===== config.mk =====
export PLATFORM = sky130hd
export DESIGN_NAME = pll_rst_gen
export DESIGN_NICKNAME = d
export VERILOG_FILES = /design/src/rtl/pll_rst_pkg.sv /design/src/rtl/sync_bit.sv /design/src/rtl/pll_rst_gen.sv
export SDC_FILE = /design/constraint.sdc
export NUM_CORES = 1
export LEC_CHECK = 0
export CORE_UTILIZATION = 56
export DETAILED_ROUTE_END_ITERATION = 16
export PLACE_DENSITY = 0.83
export REMOVE_ABC_BUFFERS = 1
export SKIP_CTS_REPAIR_TIMING = 1
export SLEW_MARGIN = 30
export SYNTH_ARGS = -nofsm -noshare
export SYNTH_HDL_FRONTEND = slang
export SYNTH_SLANG_ARGS = --single-unit

===== constraint.sdc =====
create_clock -name clk -period 5.2 [get_ports clk]
set_input_delay 0.52 -clock clk [delete_from_list [all_inputs] [get_ports clk]]
set_output_delay 0.52 -clock clk [all_outputs]
set_load 0.05 [all_outputs]

===== src/rtl/pll_rst_pkg.sv =====
// pll_rst_pkg: shared state encoding and constants for the PLL reset generator.
package pll_rst_pkg;

    typedef enum logic [1:0] {
        WAIT_LOCK = 2'd0,
        STABLE    = 2'd1,
        HOLD      = 2'd2,
        RUN       = 2'd3
    } state_t;

    localparam int ARESET_LEN = 8;

    function automatic int imax(input int a, input int b);
        return (a > b) ? a : b;
    endfunction

endpackage


===== src/rtl/sync_bit.sv =====
// sync_bit: multi-flop single-bit synchronizer, async active-low reset to 0.
module sync_bit #(
    parameter int STAGES = 2
) (
    input  logic clk,
    input  logic rst_n,
    input  logic d_i,
    output logic q_o
);

    logic [STAGES-1:0] ff_q;

    always_ff @(posedge clk or negedge rst_n) begin
        if (!rst_n) ff_q <= '0;
        else        ff_q <= {ff_q[STAGES-2:0], d_i};
    end

    assign q_o = ff_q[STAGES-1];

endmodule


===== src/rtl/pll_rst_gen.sv =====
// pll_rst_gen: qualifies PLL lock, sequences system reset, counts lock losses.
// Optional PLL restart-on-timeout logic is built when PLL_RESTART_EN is defined.
module pll_rst_gen
    import pll_rst_pkg::*;
#(
    parameter int SYNC_STAGES     = 2,
    parameter int LOCK_STABLE_CYC = 1024,
    parameter int RST_HOLD_CYC    = 16,
    parameter int CNT_W           = 16,
    parameter int RESTART_CYC     = 65536
) (
    input  logic             clk,
    input  logic             rst_n,
    input  logic             pll_locked,
    input  logic             sw_rst_req,
    output logic             rst_out_n,
    output logic             sys_ready,
    output logic             lock_lost,
    output logic [CNT_W-1:0] lock_loss_cnt,
    output logic [1:0]       state_o,
    output logic             pll_areset
);

    localparam int CW = $clog2(imax(LOCK_STABLE_CYC, RST_HOLD_CYC)) + 1;

    if (SYNC_STAGES < 2 || RESTART_CYC < ARESET_LEN) begin : g_bad_param
        $error("pll_rst_gen: illegal parameter set");
    end

    logic          locked_s;
    logic          lose;
    state_t        state_q, state_d;
    logic [CW-1:0] cnt_q, cnt_d;
    logic [CNT_W-1:0] loss_q;
    logic          run_q;
    logic          lost_q;

    sync_bit #(.STAGES(SYNC_STAGES)) u_sync (
        .clk  (clk),
        .rst_n(rst_n),
        .d_i  (pll_locked),
        .q_o  (locked_s)
    );

    assign lose = (state_q == RUN) && !locked_s;

    always_comb begin
        state_d = state_q;
        cnt_d   = '0;
        case (state_q)
            WAIT_LOCK: state_d = locked_s ? STABLE : WAIT_LOCK;
            STABLE: begin
                if (!locked_s)                                 state_d = WAIT_LOCK;
                else if (cnt_q == CW'(LOCK_STABLE_CYC - 1))    state_d = HOLD;
                else                                           cnt_d   = cnt_q + CW'(1);
            end
            HOLD: begin
                if (!locked_s)                                 state_d = WAIT_LOCK;
                else if (cnt_q == CW'(RST_HOLD_CYC - 1))       state_d = RUN;
                else                                           cnt_d   = cnt_q + CW'(1);
            end
            RUN: begin
                if (!locked_s)       state_d = WAIT_LOCK;
                else if (sw_rst_req) state_d = HOLD;
            end
        endcase
    end

    // Outputs follow the next state so they switch on the same edge as state_q.
    always_ff @(posedge clk or negedge rst_n) begin
        if (!rst_n) begin
            state_q <= WAIT_LOCK;
            cnt_q   <= '0;
            run_q   <= 1'b0;
            lost_q  <= 1'b0;
            loss_q  <= '0;
        end else begin
            state_q <= state_d;
            cnt_q   <= cnt_d;
            run_q   <= (state_d == RUN);
            lost_q  <= lose;
            loss_q  <= loss_q + CNT_W'(lose && (loss_q != '1));
        end
    end

    assign rst_out_n     = run_q;
    assign sys_ready     = run_q;
    assign lock_lost     = lost_q;
    assign lock_loss_cnt = loss_q;
    assign state_o       = state_q;

`ifdef PLL_RESTART_EN
    localparam int TW = $clog2(RESTART_CYC) + 1;
    localparam int AW = $clog2(ARESET_LEN);

    logic [TW-1:0] to_q;
    logic [AW-1:0] ar_q;
    logic          areset_q;
    logic          tmo;

    assign tmo = (state_q == WAIT_LOCK) && (to_q == TW'(RESTART_CYC - 1));

    // A started pulse runs to completion independent of the FSM.
    always_ff @(posedge clk or negedge rst_n) begin
        if (!rst_n) begin
            to_q     <= '0;
            ar_q     <= '0;
            areset_q <= 1'b0;
        end else begin
            to_q <= (state_q != WAIT_LOCK || tmo) ? '0 : to_q + TW'(1);
            if (tmo) begin
                areset_q <= 1'b1;
                ar_q     <= AW'(ARESET_LEN - 1);
            end else if (ar_q == '0) begin
                areset_q <= 1'b0;
            end else begin
                ar_q <= ar_q - AW'(1);
            end
        end
    end

    assign pll_areset = areset_q;
`else
    assign pll_areset = 1'b0;
`endif

endmodule


Yosys cells after proc, flatten, opt, wreduce, memory -nomap -nowiden
Cells that the tools add are included.

Bits in registers: 33. Input port bits: 4. Logic and storage cells: 32.

Add/sub/neg operators: 2. Eq/ne operators: 7. Mux-type cells: 13. Reductions and logical operators: 4.

Operators by type and width (number): $mux W11 (4); $pmux W11 S2 (1); $add A16 B1 Y16 (1); $ne A16 B16 Y1 const B (1); $mux W2 (6); $add A11 B1 Y11 const B (1); $eq A11 B10 Y1 const B (1); $eq A11 B4 Y1 const B (1); $pmux W2 S4 (1); $eq A2 B2 Y1 const B (3); $eq A2 B1 Y1 const B (1); $logic_and A1 B1 Y1 (2); $logic_not A2 Y1 (1); $logic_not A1 Y1 (1); $mux W1 (1).

Depth between registers and ports, before layout
Depth after elaboration: 5. Gate-level depth with buffers: 10. Gate-level depth less buffers: 10.

Cells and area by module
Synthesis repeated with hierarchy kept, for this count alone.

Cells, all modules: 151. Area total of the unflattened synthesis: 1602.8 um^2.

By module, submodules not included: pll_rst_gen (instances 1, cells an instance 149, area an instance 1552.7 um^2); sync_bit (instances 1, cells an instance 2, area an instance 50.0 um^2).

Worst setup path after synthesis
Ideal clock, no wire load.

Kind: register to register. Start point: register loss_q[5] (netlist: lock_loss_cnt[5]). End point: register loss_q[8] (netlist: lock_loss_cnt[8]). Library setup time: 142 ps. Data arrival time: 2125 ps. Slack: 2933 ps. Cell stages (with the launch flop): 11. Buffers on the path: 0. Period minus slack after synthesis: 2267 ps. Cells stage by stage: dfrtp_1 nand4_1 nor2_1 and2_1 nand2_1 o21a_1 ha_1 nand2_1 and2b_1 nand4_1 xnor2_1.

Cells in the longest elaborated chain, start to end: 3.

RTL lines: start, declared (line pll_rst_gen.sv:34) `logic [CNT_W-1:0] loss_q;`; start signal, assigned (line pll_rst_gen.sv:82) `loss_q <= loss_q + CNT_W'(lose && (loss_q != '1));`; $ne A16 B16 Y1 (line pll_rst_gen.sv:82); $logic_and A1 B1 Y1 (line pll_rst_gen.sv:82); $add A16 B1 Y16 (*) (line pll_rst_gen.sv:82).

Every way passes the cells marked *; elsewhere a longest branch is shown, timed or not.

Worst setup path after layout
Start point: register loss_q[1] (netlist: lock_loss_cnt[1]). End point: output lock_loss_cnt[1].

RTL lines: end, declared (line pll_rst_gen.sv:19) `output logic [CNT_W-1:0] lock_loss_cnt,`.

No word-level cell between the ends.

==> run summary <==
Setup TNS: 0 ns
initial antenna violation count: 0
area occupied by multi-input gates: 759 µm²
vias: 1156
FF-to-FF End: lock_loss_cnt[8]$_DFF_PN0_
total power: 0.441 mW
max-cap check violation count: 0
FP Rows: 19
sequential area share after synthesis: 50.9%
WS Path Type: reg2out
setup slack after layout: 3.02 ns
final setup vio count: 0
Max VDD drop: 0.218 mV
worst slew pin tran: 0.500 ns
Worst EP arrival: 1.66 ns
critical path endpoint: lock_loss_cnt[1]
register area: 826 µm²
cell total after placement: 200
Hold Fails Final Rpt: 0
IO Count: 26
PD cells: 225 mW/mm²
outcome: finished clean
largest net degree at the start of global routing: 34
Finished Core Util: 71.1%
Seq cells post-synth: 33
Crit path depth: 1
Setup crit start: lock_loss_cnt[1]$_DFF_PN0_
first-pass GRT wire length: 5.06 mm
Die ar.: 0.00312 mm²
Hold Crit Class: reg2reg
critical path fanouts, max: 8
Cell Area, Synth: 0.00162 mm²
Inserted Diodes: 0
CP max stage cell: clkdlybuf4s50_1
Layout area overhead: 20.8%
post-place setup slack: 3.14 ns
Final ANT Viol Nets: 0
clock root buffer: clkbuf_4
# DRC: 0
layout cell share with drive strength beyond 1: 8.47%
Initial DRC Count: 25
Netlist cell types: 31
Clk Latency, worst-skew pair: 0.33 ns
Buffers on Ports: 24
post-layout net count: 188
CP delay by family, top: buffers and inverters
minimum clock period: 2.18 ns
Post-Synthesis Cells: 147
Critical Path End Type: output port
Finished Layout Cells: 208
chip width: 55.8 µm
CTS buffer count: 5
fmax: 0.458 GHz
Worst R2R Start: lock_loss_cnt[6]$_DFF_PN0_
Initial Util: 58.8%
vias in the first global route: 1184
Crit path required time: 4.68 ns
FF-to-FF path depth: 10
Tcrit/Tclk final: 42.0%
leakage: 0.894 nW
CP bufs+invs: 1
detailed placer's ending HPWL: 2.13 mm
CP startpoint kind: register
Slew Viols, Final: 0
WL/cell: 13.7 µm
Synth warnings: 0
Max-Slew Margin vs Limit: 66.5%
unrepaired setup endpoints after global routing: no
syn_area_per_cell: 11.0 µm²
drt pass-1 iters: 4
Layout fillers: 215
routability cong.: 0.804
htree depth: 2
max incr delay on CP: 0.85 ns
CTS tree: yes
clk buf depth: 2
reg2reg setup slack: 3.09 ns
CTS sink cnt: 33
Core ar.: 0.00276 mm²
gr usage total: 21.2%
Routed Wire Length: 2.85 mm
skew final: 0.00664 ns
Die Span Y: 55.8 µm
total gr overflow: 0
CTS clk-pin slew, worst paths: 0.09 ns
worst-path cell chain: clkdlybuf4s50_1
Vias/cell: 5.56
## how the worst min path moves through the flow
stage	cells past startpoint	slack, ns	start	to
floorplan	0	0.22	rst_n	cnt_q[0]$_DFF_PN0_
global placement	0	0.35	u_sync.ff_q[0]$_DFF_PN0_	u_sync.ff_q[1]$_DFF_PN0_
detailed placement	0	0.35	u_sync.ff_q[0]$_DFF_PN0_	u_sync.ff_q[1]$_DFF_PN0_
CTS	0	0.36	u_sync.ff_q[0]$_DFF_PN0_	u_sync.ff_q[1]$_DFF_PN0_
global route	0	0.38	u_sync.ff_q[0]$_DFF_PN0_	u_sync.ff_q[1]$_DFF_PN0_
finish	0	0.36	u_sync.ff_q[0]$_DFF_PN0_	u_sync.ff_q[1]$_DFF_PN0_
## per-stage QoR
stage	hold WS [ns]	instance area, µm²
2_1_floorplan	0.224	1600
5_1_grt	0.379	1960
3_5_place_dp	0.347	1890
3_3_place_gp	0.345	1890
4_1_cts	0.364	1960
6_report	0.361	1960
## cells by family (layout without fill, tap and decap cells)
logic type | after synthesis | after routing | share of synthesized area, %
AOI/OAI and AO/OA | 14 | 14 | 7.56
xor gates and xnor gates | 22 | 22 | 11.9
adders and majority gates | 8 | 8 | 6.17
buffers and inverters | 8 | 38 | 2.31
DFF | 33 | 33 | 50.9
other | 1 | 1 | 0.231
and+or+nand+nor | 61 | 61 | 21.0
## cell usage after synthesis
cell	count	share of area (%)
xor2_1	6	3.2
nand3_1	11	3.4
a21oi_1	3	0.92
nand4b_4	1	1.5
a211oi_1	1	0.46
a22o_1	1	0.54
and2_1	1	0.39
buf_4	2	0.92
dfrtp_1	33	51
ha_1	8	6.2
nor4_2	1	0.77
nor2b_1	3	1.2
a31oi_1	1	0.39
nand2b_1	1	0.39
and3_1	4	1.5
nand2_1	9	2.1
xnor2_1	16	8.6
clkbuf_1	1	0.23
a31oi_2	2	1.5
a41oi_4	1	1.7
o21a_1	3	1.4
and4_2	1	0.62
nor4b_1	1	0.54
nor2_1	16	3.7
inv_1	5	1.2
and4_1	2	1.1
nand4_1	8	3.1
and2b_1	1	0.46
conb_1	1	0.23
o21ai_0	2	0.62
nor3_1	1	0.31
## registers in the layout (all words and copies together) (netlist names)
| register | count |
|---|---|
| rst_out_n | 1 |
| cnt_q | 11 |
| state_o | 2 |
| u_sync.ff_q | 2 |
| lock_lost | 1 |
| lock_loss_cnt | 16 |
## layout by cell type (no fill, tap or decap), drive strengths merged
master         instances
a211oi                 1
a21oi                  3
a22o                   1
a31oi                  3
a41oi                  1
and2                   1
and2b                  1
and3                   4
and4                   3
buf                    1
clkbuf                 7
clkdlybuf4s50         24
clkinv                 1
conb                   1
dfrtp                 33
ha                     8
inv                    5
nand2                  9
nand2b                 1
nand3                 11
nand4                  8
nand4b                 1
nor2                  16
nor2b                  3
nor3                   1
nor4                   1
nor4b                  1
o21a                   3
o21ai                  2
xnor2                 16
xor2                   6
## where the power goes
part | internal (mW) | leakage, nW | switching [mW] | total [mW]
Clock | 0.0783 | 0.0413 | 0.0817 | 0.160
Combinational | 0.00685 | 0.398 | 0.0142 | 0.0210
Sequential | 0.258 | 0.455 | 0.00219 | 0.260
Total | 0.343 | 0.894 | 0.0981 | 0.441
## metal layers
metal / global-route usage (%) / part of all wire [%] / up-vias
met5: 0 / 0 / -
met4: 10.8 / 2.6 / 0
met3: 7.91 / 5.4 / 10
met2: 32.0 / 47 / 28
met1: 26.8 / 45 / 556
li1: - / - / 562
## final cells by class
cell class	count	share of cell area (%)
clock inverters	1	0.255
repair buffers	25	12.6
inverters	5	0.957
clock buffers	7	3.32
well taps	31	1.98
multi-input cells	106	38.7
flip-flops and latches	33	42.1
Note: power is estimated with default switching activity, not from simulation.
